**src/rtl/control_unit.sv**
```systemverilog
`default_nettype none
// ============================================================================
// Module      : control_unit
// Description : Execute-side partner of the fetch/decode/execute sequencer.
//               Latches the instruction on ir_load. When the sequencer is in
//               EXECUTE, runs the buffered instruction as a short multi-cycle
//               sequence and reports progress on cu_state. DONE (2'b11) lasts
//               one cycle and is the completion handshake. The block holds the
//               4 x DATA_WIDTH register file, the ALU, the Z/C flags and the
//               data-memory strobes.
// Ports       : clk, reset (async, active high)
//               current_state[1:0]  sequencer state (00 FETCH, 01 DECODE, 10 EXECUTE)
//               ir_load, instr[7:0] instruction capture ({opcode, rd, rs})
//               mem_rdata           read data, valid the cycle after mem_read
//               dbg_sel, dbg_data   combinational register-file debug read
//               cu_state            00 IDLE, 01 OPERAND, 10 WRITEBACK, 11 DONE
//               mem_read/mem_write/mem_addr/mem_wdata  registered memory port
//               zero_flag, carry_flag, illegal_op (sticky)
// Revision    : 1.0  initial release
// ============================================================================
module control_unit #(
    parameter int DATA_WIDTH = 8,
    parameter int ADDR_WIDTH = 8
) (
    input  logic                  clk,
    input  logic                  reset,
    input  logic [1:0]            current_state,
    input  logic                  ir_load,
    input  logic [7:0]            instr,
    input  logic [DATA_WIDTH-1:0] mem_rdata,
    input  logic [1:0]            dbg_sel,
    output logic [1:0]            cu_state,
    output logic                  mem_read,
    output logic                  mem_write,
    output logic [ADDR_WIDTH-1:0] mem_addr,
    output logic [DATA_WIDTH-1:0] mem_wdata,
    output logic                  zero_flag,
    output logic                  carry_flag,
    output logic                  illegal_op,
    output logic [DATA_WIDTH-1:0] dbg_data
);

    typedef enum logic [1:0] {
        ST_IDLE      = 2'b00,
        ST_OPERAND   = 2'b01,
        ST_WRITEBACK = 2'b10,
        ST_DONE      = 2'b11
    } state_t;

    localparam logic [1:0] c_SEQ_EXECUTE = 2'b10;

    localparam logic [3:0] c_NOP = 4'b0000;
    localparam logic [3:0] c_ADD = 4'b0001;
    localparam logic [3:0] c_SUB = 4'b0010;
    localparam logic [3:0] c_AND = 4'b0011;
    localparam logic [3:0] c_OR  = 4'b0100;
    localparam logic [3:0] c_XOR = 4'b0101;
    localparam logic [3:0] c_INC = 4'b0110;
    localparam logic [3:0] c_MOV = 4'b0111;
    localparam logic [3:0] c_LD  = 4'b1000;
    localparam logic [3:0] c_ST  = 4'b1001;
    localparam logic [3:0] c_CLR = 4'b1010;

    state_t                r_state;
    logic [7:0]            r_ibuf;
    logic                  r_pending;
    logic [3:0]            r_op;
    logic [1:0]            r_rd;
    logic [DATA_WIDTH-1:0] r_opa;
    logic [DATA_WIDTH-1:0] r_opb;
    logic [DATA_WIDTH-1:0] r_regs [4];
    logic                  r_mem_read;
    logic                  r_mem_write;
    logic [ADDR_WIDTH-1:0] r_mem_addr;
    logic [DATA_WIDTH-1:0] r_mem_wdata;
    logic                  r_zero;
    logic                  r_carry;
    logic                  r_illegal;

    // Decode of the buffered instruction, used only on the start edge
    logic [3:0]            w_bop;
    logic [DATA_WIDTH-1:0] w_rd_val;
    logic [DATA_WIDTH-1:0] w_rs_val;
    logic                  w_start;
    logic                  w_legal;

    assign w_bop    = r_ibuf[7:4];
    assign w_rd_val = r_regs[r_ibuf[3:2]];
    assign w_rs_val = r_regs[r_ibuf[1:0]];
    assign w_start  = (r_state == ST_IDLE) && r_pending && (current_state == c_SEQ_EXECUTE);
    assign w_legal  = (w_bop <= c_CLR);

    // ALU result for the op in flight, consumed on the edge ending WRITEBACK
    logic [DATA_WIDTH-1:0] w_res;
    logic                  w_cout;
    logic                  w_wr_reg;
    logic                  w_upd_flags;

    always_comb begin
        w_res       = '0;
        w_cout      = 1'b0;
        w_wr_reg    = 1'b0;
        w_upd_flags = 1'b0;
        case (r_op)
            c_ADD: begin
                {w_cout, w_res} = {1'b0, r_opa} + {1'b0, r_opb};
                w_wr_reg = 1'b1; w_upd_flags = 1'b1;
            end
            c_SUB: begin
                // Top bit of the widened difference is the borrow (rd < rs)
                {w_cout, w_res} = {1'b0, r_opa} - {1'b0, r_opb};
                w_wr_reg = 1'b1; w_upd_flags = 1'b1;
            end
            c_AND: begin w_res = r_opa & r_opb; w_wr_reg = 1'b1; w_upd_flags = 1'b1; end
            c_OR:  begin w_res = r_opa | r_opb; w_wr_reg = 1'b1; w_upd_flags = 1'b1; end
            c_XOR: begin w_res = r_opa ^ r_opb; w_wr_reg = 1'b1; w_upd_flags = 1'b1; end
            c_INC: begin
                {w_cout, w_res} = {1'b0, r_opa} + {{DATA_WIDTH{1'b0}}, 1'b1};
                w_wr_reg = 1'b1; w_upd_flags = 1'b1;
            end
            c_MOV: begin w_res = r_opb;     w_wr_reg = 1'b1; end
            c_LD:  begin w_res = mem_rdata; w_wr_reg = 1'b1; end
            c_CLR: begin w_res = '0;        w_wr_reg = 1'b1; end
            default: begin
                w_res = '0;
            end
        endcase
    end

    always_ff @(posedge clk or posedge reset) begin
        if (reset) begin
            r_state     <= ST_IDLE;
            r_ibuf      <= '0;
            r_pending   <= 1'b0;
            r_op        <= '0;
            r_rd        <= '0;
            r_opa       <= '0;
            r_opb       <= '0;
            for (int i = 0; i < 4; i++) r_regs[i] <= '0;
            r_mem_read  <= 1'b0;
            r_mem_write <= 1'b0;
            r_mem_addr  <= '0;
            r_mem_wdata <= '0;
            r_zero      <= 1'b0;
            r_carry     <= 1'b0;
            r_illegal   <= 1'b0;
        end else begin
            // A capture in the start cycle wins over the start's clear, so a
            // back-to-back instruction stays pending.
            if (w_start) r_pending <= 1'b0;
            if (ir_load) begin
                r_ibuf    <= instr;
                r_pending <= 1'b1;
            end

            case (r_state)
                ST_IDLE: begin
                    if (w_start) begin
                        r_op  <= w_bop;
                        r_rd  <= r_ibuf[3:2];
                        r_opa <= w_rd_val;
                        r_opb <= w_rs_val;
                        if (!w_legal) begin
                            r_illegal <= 1'b1;
                            r_state   <= ST_DONE;
                        end else if (w_bop == c_NOP) begin
                            r_state   <= ST_DONE;
                        end else begin
                            r_state   <= ST_OPERAND;
                        end
                        // Strobes are launched here so they are high for T1 only
                        if (w_bop == c_LD) begin
                            r_mem_read <= 1'b1;
                            r_mem_addr <= w_rs_val[ADDR_WIDTH-1:0];
                        end
                        if (w_bop == c_ST) begin
                            r_mem_write <= 1'b1;
                            r_mem_addr  <= w_rs_val[ADDR_WIDTH-1:0];
                            r_mem_wdata <= w_rd_val;
                        end
                    end
                end
                ST_OPERAND: begin
                    r_mem_read  <= 1'b0;
                    r_mem_write <= 1'b0;
                    r_state     <= ST_WRITEBACK;
                end
                ST_WRITEBACK: begin
                    if (w_wr_reg) r_regs[r_rd] <= w_res;
                    if (w_upd_flags) begin
                        r_zero  <= (w_res == '0);
                        r_carry <= w_cout;
                    end
                    r_state <= ST_DONE;
                end
                ST_DONE: begin
                    r_state <= ST_IDLE;
                end
                default: begin
                    r_state <= ST_IDLE;
                end
            endcase
        end
    end

    assign cu_state   = r_state;
    assign mem_read   = r_mem_read;
    assign mem_write  = r_mem_write;
    assign mem_addr   = r_mem_addr;
    assign mem_wdata  = r_mem_wdata;
    assign zero_flag  = r_zero;
    assign carry_flag = r_carry;
    assign illegal_op = r_illegal;
    assign dbg_data   = r_regs[dbg_sel];

endmodule
`default_nettype wire
```
**config.mk**
```make
export PLATFORM = sky130hd
export DESIGN_NAME = control_unit
export DESIGN_NICKNAME = d
export VERILOG_FILES = /design/src/rtl/control_unit.sv
export SDC_FILE = /design/constraint.sdc
export NUM_CORES = 1
export LEC_CHECK = 0
export ABC_AREA = 1
export CAP_MARGIN = 40
export CORE_UTILIZATION = 50
export DETAILED_ROUTE_END_ITERATION = 10
export PLACE_DENSITY_LB_ADDON = 0.1
export SLEW_MARGIN = 30
export SYNTH_ARGS = -nofsm -noshare
export SYNTH_HDL_FRONTEND = slang
export SYNTH_SLANG_ARGS = --single-unit
```
**constraint.sdc**
```tcl
create_clock -name clk -period 3.62 [get_ports clk]
set_clock_uncertainty 0.15 [all_clocks]
set_input_delay 0.362 -clock clk [delete_from_list [all_inputs] [get_ports clk]]
set_output_delay 0.362 -clock clk [all_outputs]
set_load 0.02 [all_outputs]
```
# --- After elaboration in Yosys (flattened, before gate mapping) ---
# Index checks and enable logic that the tools add are counted.
op_classes:
  n_reduce_logical: 19
  n_mux: 30
  n_eq_ne: 18
  bitwise_logic: 8
  n_addsub: 3
  order_cmp: 6
op_table:
  columns: ["operator", "count"]
  rows:
  - ["$mux 8", 9]
  - ["$pmux 8 s8", 1]
  - ["$bmux 8 s2", 3]
  - ["$bwmux 32", 1]
  - ["$demux 8 s2", 1]
  - ["$eq 4x3->1 const B", 4]
  - ["$eq 4x4->1 const B", 4]
  - ["$reduce_and 3->1", 5]
  - ["$ge 3x3->1 const B", 4]
  - ["$not 2->3", 4]
  - ["$add 8x1->9 const B", 1]
  - ["$add 8x8->9", 1]
  - ["$reduce_or 9->1", 1]
  - ["$sub 8x8->9", 1]
  - ["$and 8x8->8", 1]
  - ["$eq 4x2->1 const B", 2]
  - ["$logic_not 8->1", 1]
  - ["$mux 1", 8]
  - ["$or 8x8->8", 1]
  - ["$pmux 2 s4", 1]
  - ["$xor 8x8->8", 1]
  - ["$eq 2x2->1 const B", 3]
  - ["$mux 2", 3]
  - ["$reduce_and 2->1", 3]
  - ["other kinds (14)", 20]
word_totals:
  word_cells: 102
  regBits: 86
  input_bits: 23

# --- Logic depth before layout (Yosys ltp) ---
depth:
  word_depth: 6
  depth_mapped: 15
  depth_no_buf: 14

# --- Worst setup path before layout ---
# No wires, ideal clock.
synth_path:
  path_kind: "register -> register"
  startpoint: "reg r_opa[0]"
  endpoint: "reg r_zero (netlist: zero_flag)"
  path_stages_with_launch: 15
  required_ns: 3.405
  path_slack_ns: 1.569
  n_path_buf: 0
  synth_period_minus_slack_ns: 2.051
  arrival_ns: 1.836
  setup_time_ns: 0.065
  cell_sequence: "dfrtp_1 -> inv_1 -> ha_1 -> fa_1 -> inv_1 -> nand2_1 -> nand2_1 -> nand2_1 -> nand3_1 -> nand3_1 -> nor2_2 -> nand2_1 -> nor2_1 -> nand3_1 -> nand2_1"
synth_between:
  elab_chain_len: 3
synth_lines:
  columns: ["item", "line_no", "rtl"]
  rows:
  - ["start: declaration", "69", "logic [DATA_WIDTH-1:0] r_opa;"]
  - ["start signal: assignment", "161", "r_opa <= w_rd_val;"]
  - ["$add 8x1->9, or another cell as far along", "118", "{w_cout, w_res} = {1'b0, r_opa} + {{DATA_WIDTH{1'b0}}, 1'b1};"]
  - ["$pmux 8 s8 (*)", "104", "case (r_op)"]
  - ["$logic_not 8->1 (*)", "191", "r_zero <= (w_res == '0);"]
  - ["end signal: assignment", "191", null]
  - ["end: declaration", "76", "logic r_zero;"]
# Mark *: on every way between the ends. The rest lies on a longest branch, timed or not.
# A chain may end at the register's enable or synchronous reset.

# --- Worst setup path in the final report ---
layout_path:
  startpoint: "in dbg_sel[0]"
  endpoint: "out dbg_data[0]"
layout_between:
  elab_chain_len: 4
layout_lines:
  columns: ["item", "line_no", "rtl"]
  rows:
  - ["start: declaration", "31", "input logic [1:0] dbg_sel,"]
  - ["$not 2->3 (not written as such)", "214", "assign dbg_data = r_regs[dbg_sel];"]
  - ["$bmux 8 s2", "214", null]
  - ["$mux 8 (not written as such) (2 in series)", "214", null]
  - ["end: declaration", "40", "output logic [DATA_WIDTH-1:0] dbg_data"]
# No other way between the ends. The select of a mux whose other input is x is not followed.

==> flow_metrics.tcl <==
set metrics [dict create \
    nFillCells 1061 \
    place_ws_ns 0.585 \
    die_w_um 110 \
    seq_area_frac_synth_pct 37.1 \
    dr.pass1.iters 8 \
    status "finished clean" \
    p_total_mw 6.22 \
    holdWs_ns 0.157 \
    io-pin-count 54 \
    finalSetupViolations 0 \
    startpoint_type "primary input" \
    wl_mm 16.6 \
    finalSetupTns_ns 0 \
    synth.area.top_cells "dfrtp_1, nand2_1, inv_1, ha_1, a21oi_1" \
    root_buffer "clkbuf_16" \
    fin_crit_sh_pct 85.0 \
    multi_input_area_um2 3130 \
    syn-num-nets 881 \
    synth_top_area_share_pct 37.1 \
    hpwl_mm 12.7 \
    insertion_delay_ns 0.35 \
    synth_top_area_cell "dfrtp_1" \
    cp-end-kind "output port" \
    r2r-end "zero_flag" \
    hold_viol 0 \
    vias 5662 \
    synth.ff_latch_count 86 \
    r2r_setup_slack_ns 0.98 \
    yosys.area_share.xor_xnor_pct 0 \
    final_util_pct 60.9 \
    antenna_cells 0 \
    rows 38 \
    detailed_place.area_um2 6420 \
    synth_cell_types 37 \
    postCtsHoldBufs 0 \
    cts_resized 0 \
    register_area_um2 2150 \
    drc_errors 0 \
    relSlewSlack_pct 44.4 \
    syn_area_per_cell_um2 7.00 \
    ant_nets 0 \
    synthCells 828 \
    drv_slew 0 \
    timing.rr.start "r_opa[5]" \
    dieArea_um2 12000 \
    p_leak_nw 3.30 \
    synth_fa_ha_area_share_pct 6.60 \
    synthSimpleGateAreaFrac_pct 30.2 \
    max_freq_mhz 325 \
    coreArea_um2 11100 \
    max_slew.worst_pin.slew_ns 0.832 \
    rsz0062_at_grt "false" \
    synthesis.area_um2 5800 \
    r2r_cells 13 \
    path_max_fanout 22 \
    critPathRequiredTime_ns 3.11 \
    worst_slack_ns 0.542 \
    cts_tree "done" \
    first_iter_violations 500 \
    fin_crit_ns 3.08 \
    power_density_nw_per_um2 922 \
    clkSlewWorstSetupHoldPaths_ns 0.07 \
    start_util_pct 52.3 \
    synth_top_family_by_area "simple AND/OR/NAND/NOR gates" \
    htree_levels 3 \
    clkSinkCount 86 \
    io_buffers 53 \
    peakVddDrop_mv 0.506 \
    track_usage_pct 29.2 \
    grt_pass1_wl_mm 26.4 \
    antenna_found_initial 0 \
    postCtsSetupRepairBufs 0 \
    areaGrowthSynthToFinish_pct 16.4 \
    path_class "primary input to output port" \
    yosysWarningCount 0 \
    maxCapViolCount 0 \
    synthMuxAreaShare_pct 0.194 \
    nNetsFinal 924 \
    cts_buffer_depth 2 \
    grt_pass1_vias 5111 \
    critPathArrivalTime_ns 2.57 \
    numCtsBuffers 9 \
    gp_congestion 0.938 \
    synth_compound_area_share_pct 17.0 \
    fin_cells 1016 \
    stdcell_area_um2 6750 \
    die_h_um 110 \
    hold_class "primary input to async pin" \
    grt_max_degree 45 \
    dp_cells 999 \
    vias_per_cell 5.57 \
    overflow 0 \
    wl_per_cell_um 16.3 \
    drive_gt1_share_pct 7.08 \
]
## cells by family after synthesis
kind of cell    after synthesis
simple gates                407
compound gates              176
buf+inv                     128
flops                        86
fa+ha+maj                    30
mux                           1
## routing by layer
layer	part of all wire (%)	wire length [µm]	global-route usage (%)	up-vias
li1	-	-	-	2759
met1	45	7460	41.0	2634
met2	45	7490	44.7	234
met3	6.5	1080	4.33	35
met4	3.4	563	13.0	0
met5	0	0	0	-
## Yosys cell counts
cell type	count
or2_2	2
nand2_2	5
o21a_1	8
nand2_4	1
o21ai_1	14
inv_1	97
o22ai_1	6
nand4_1	4
mux2_2	1
ha_1	29
buf_2	5
nor4_1	1
or2_0	1
clkbuf_1	17
clkinv_1	2
o21ai_0	61
a21oi_2	1
nand3b_1	4
a21o_1	2
buf_6	4
a22oi_1	2
o22ai_2	1
or2_1	1
nor3_1	4
nor2_4	2
nand2_1	251
inv_2	3
o21ai_2	12
and2_1	1
o21ai_4	1
nor2_2	7
fa_1	1
a21oi_1	68
dfrtp_1	86
nor2_1	59
nor3_4	4
nand3_1	60
## power breakdown
group          internal [mW]  total (mW)  switching, mW
combinational           1.22        3.46           2.24
sequential              1.36        1.80          0.436
clock                  0.545       0.966          0.421
total                   3.12        6.22           3.10
## cells in the final DEF (no fill, tap or decap), drive strengths merged
master         count
nand2            257
clkdlybuf4s50     53
or2                4
a22oi              2
nand4              4
o21ai             88
bufinv             1
nand3             60
and2               1
fa                 1
nand3b             4
nor4               1
o21a               8
nor2              68
ha                29
clkbuf             9
mux2               1
clkinv             5
nor3               8
a21o               2
buf                5
clkinvlp           1
dfrtp             86
inv              102
o22ai              7
a21oi             69
## flip-flops by register name, summed over array words and instances, names as in the netlist, 2 cells and up
register   count
cu_state       2
mem_addr       8
mem_wdata      8
r_ibuf         8
r_op           4
r_opa          8
r_opb          8
r_rd           2
r_regs        32
## worst max-delay path by stage
stage	from	depth (start not counted)	end
floorplan	reset	1	carry_flag
global placement	dbg_sel[0]	6	dbg_data[5]
detailed placement	dbg_sel[0]	6	dbg_data[3]
CTS	dbg_sel[0]	6	dbg_data[3]
global route	dbg_sel[0]	6	dbg_data[3]
finish	dbg_sel[0]	6	dbg_data[0]
## final cells by class
cell class              instances  area share [%]
flip-flops and latches         86            31.9
clock buffers                   9            3.34
clock inverters                 7            1.19
multi-input cells             614            46.4
repair buffers                 58            8.90
well taps                     140            2.60
inverters                     102            5.69
## worst max-delay path: stages
cell and delay [ns]:
clkdlybuf4s50_1 0.72, inv_1 0.38, o21ai_0 0.25, a21oi_1 0.06, a21oi_1 0.16, clkdlybuf4s50_1 0.62
No activity file was read; power rests on OpenSTA's default activity.
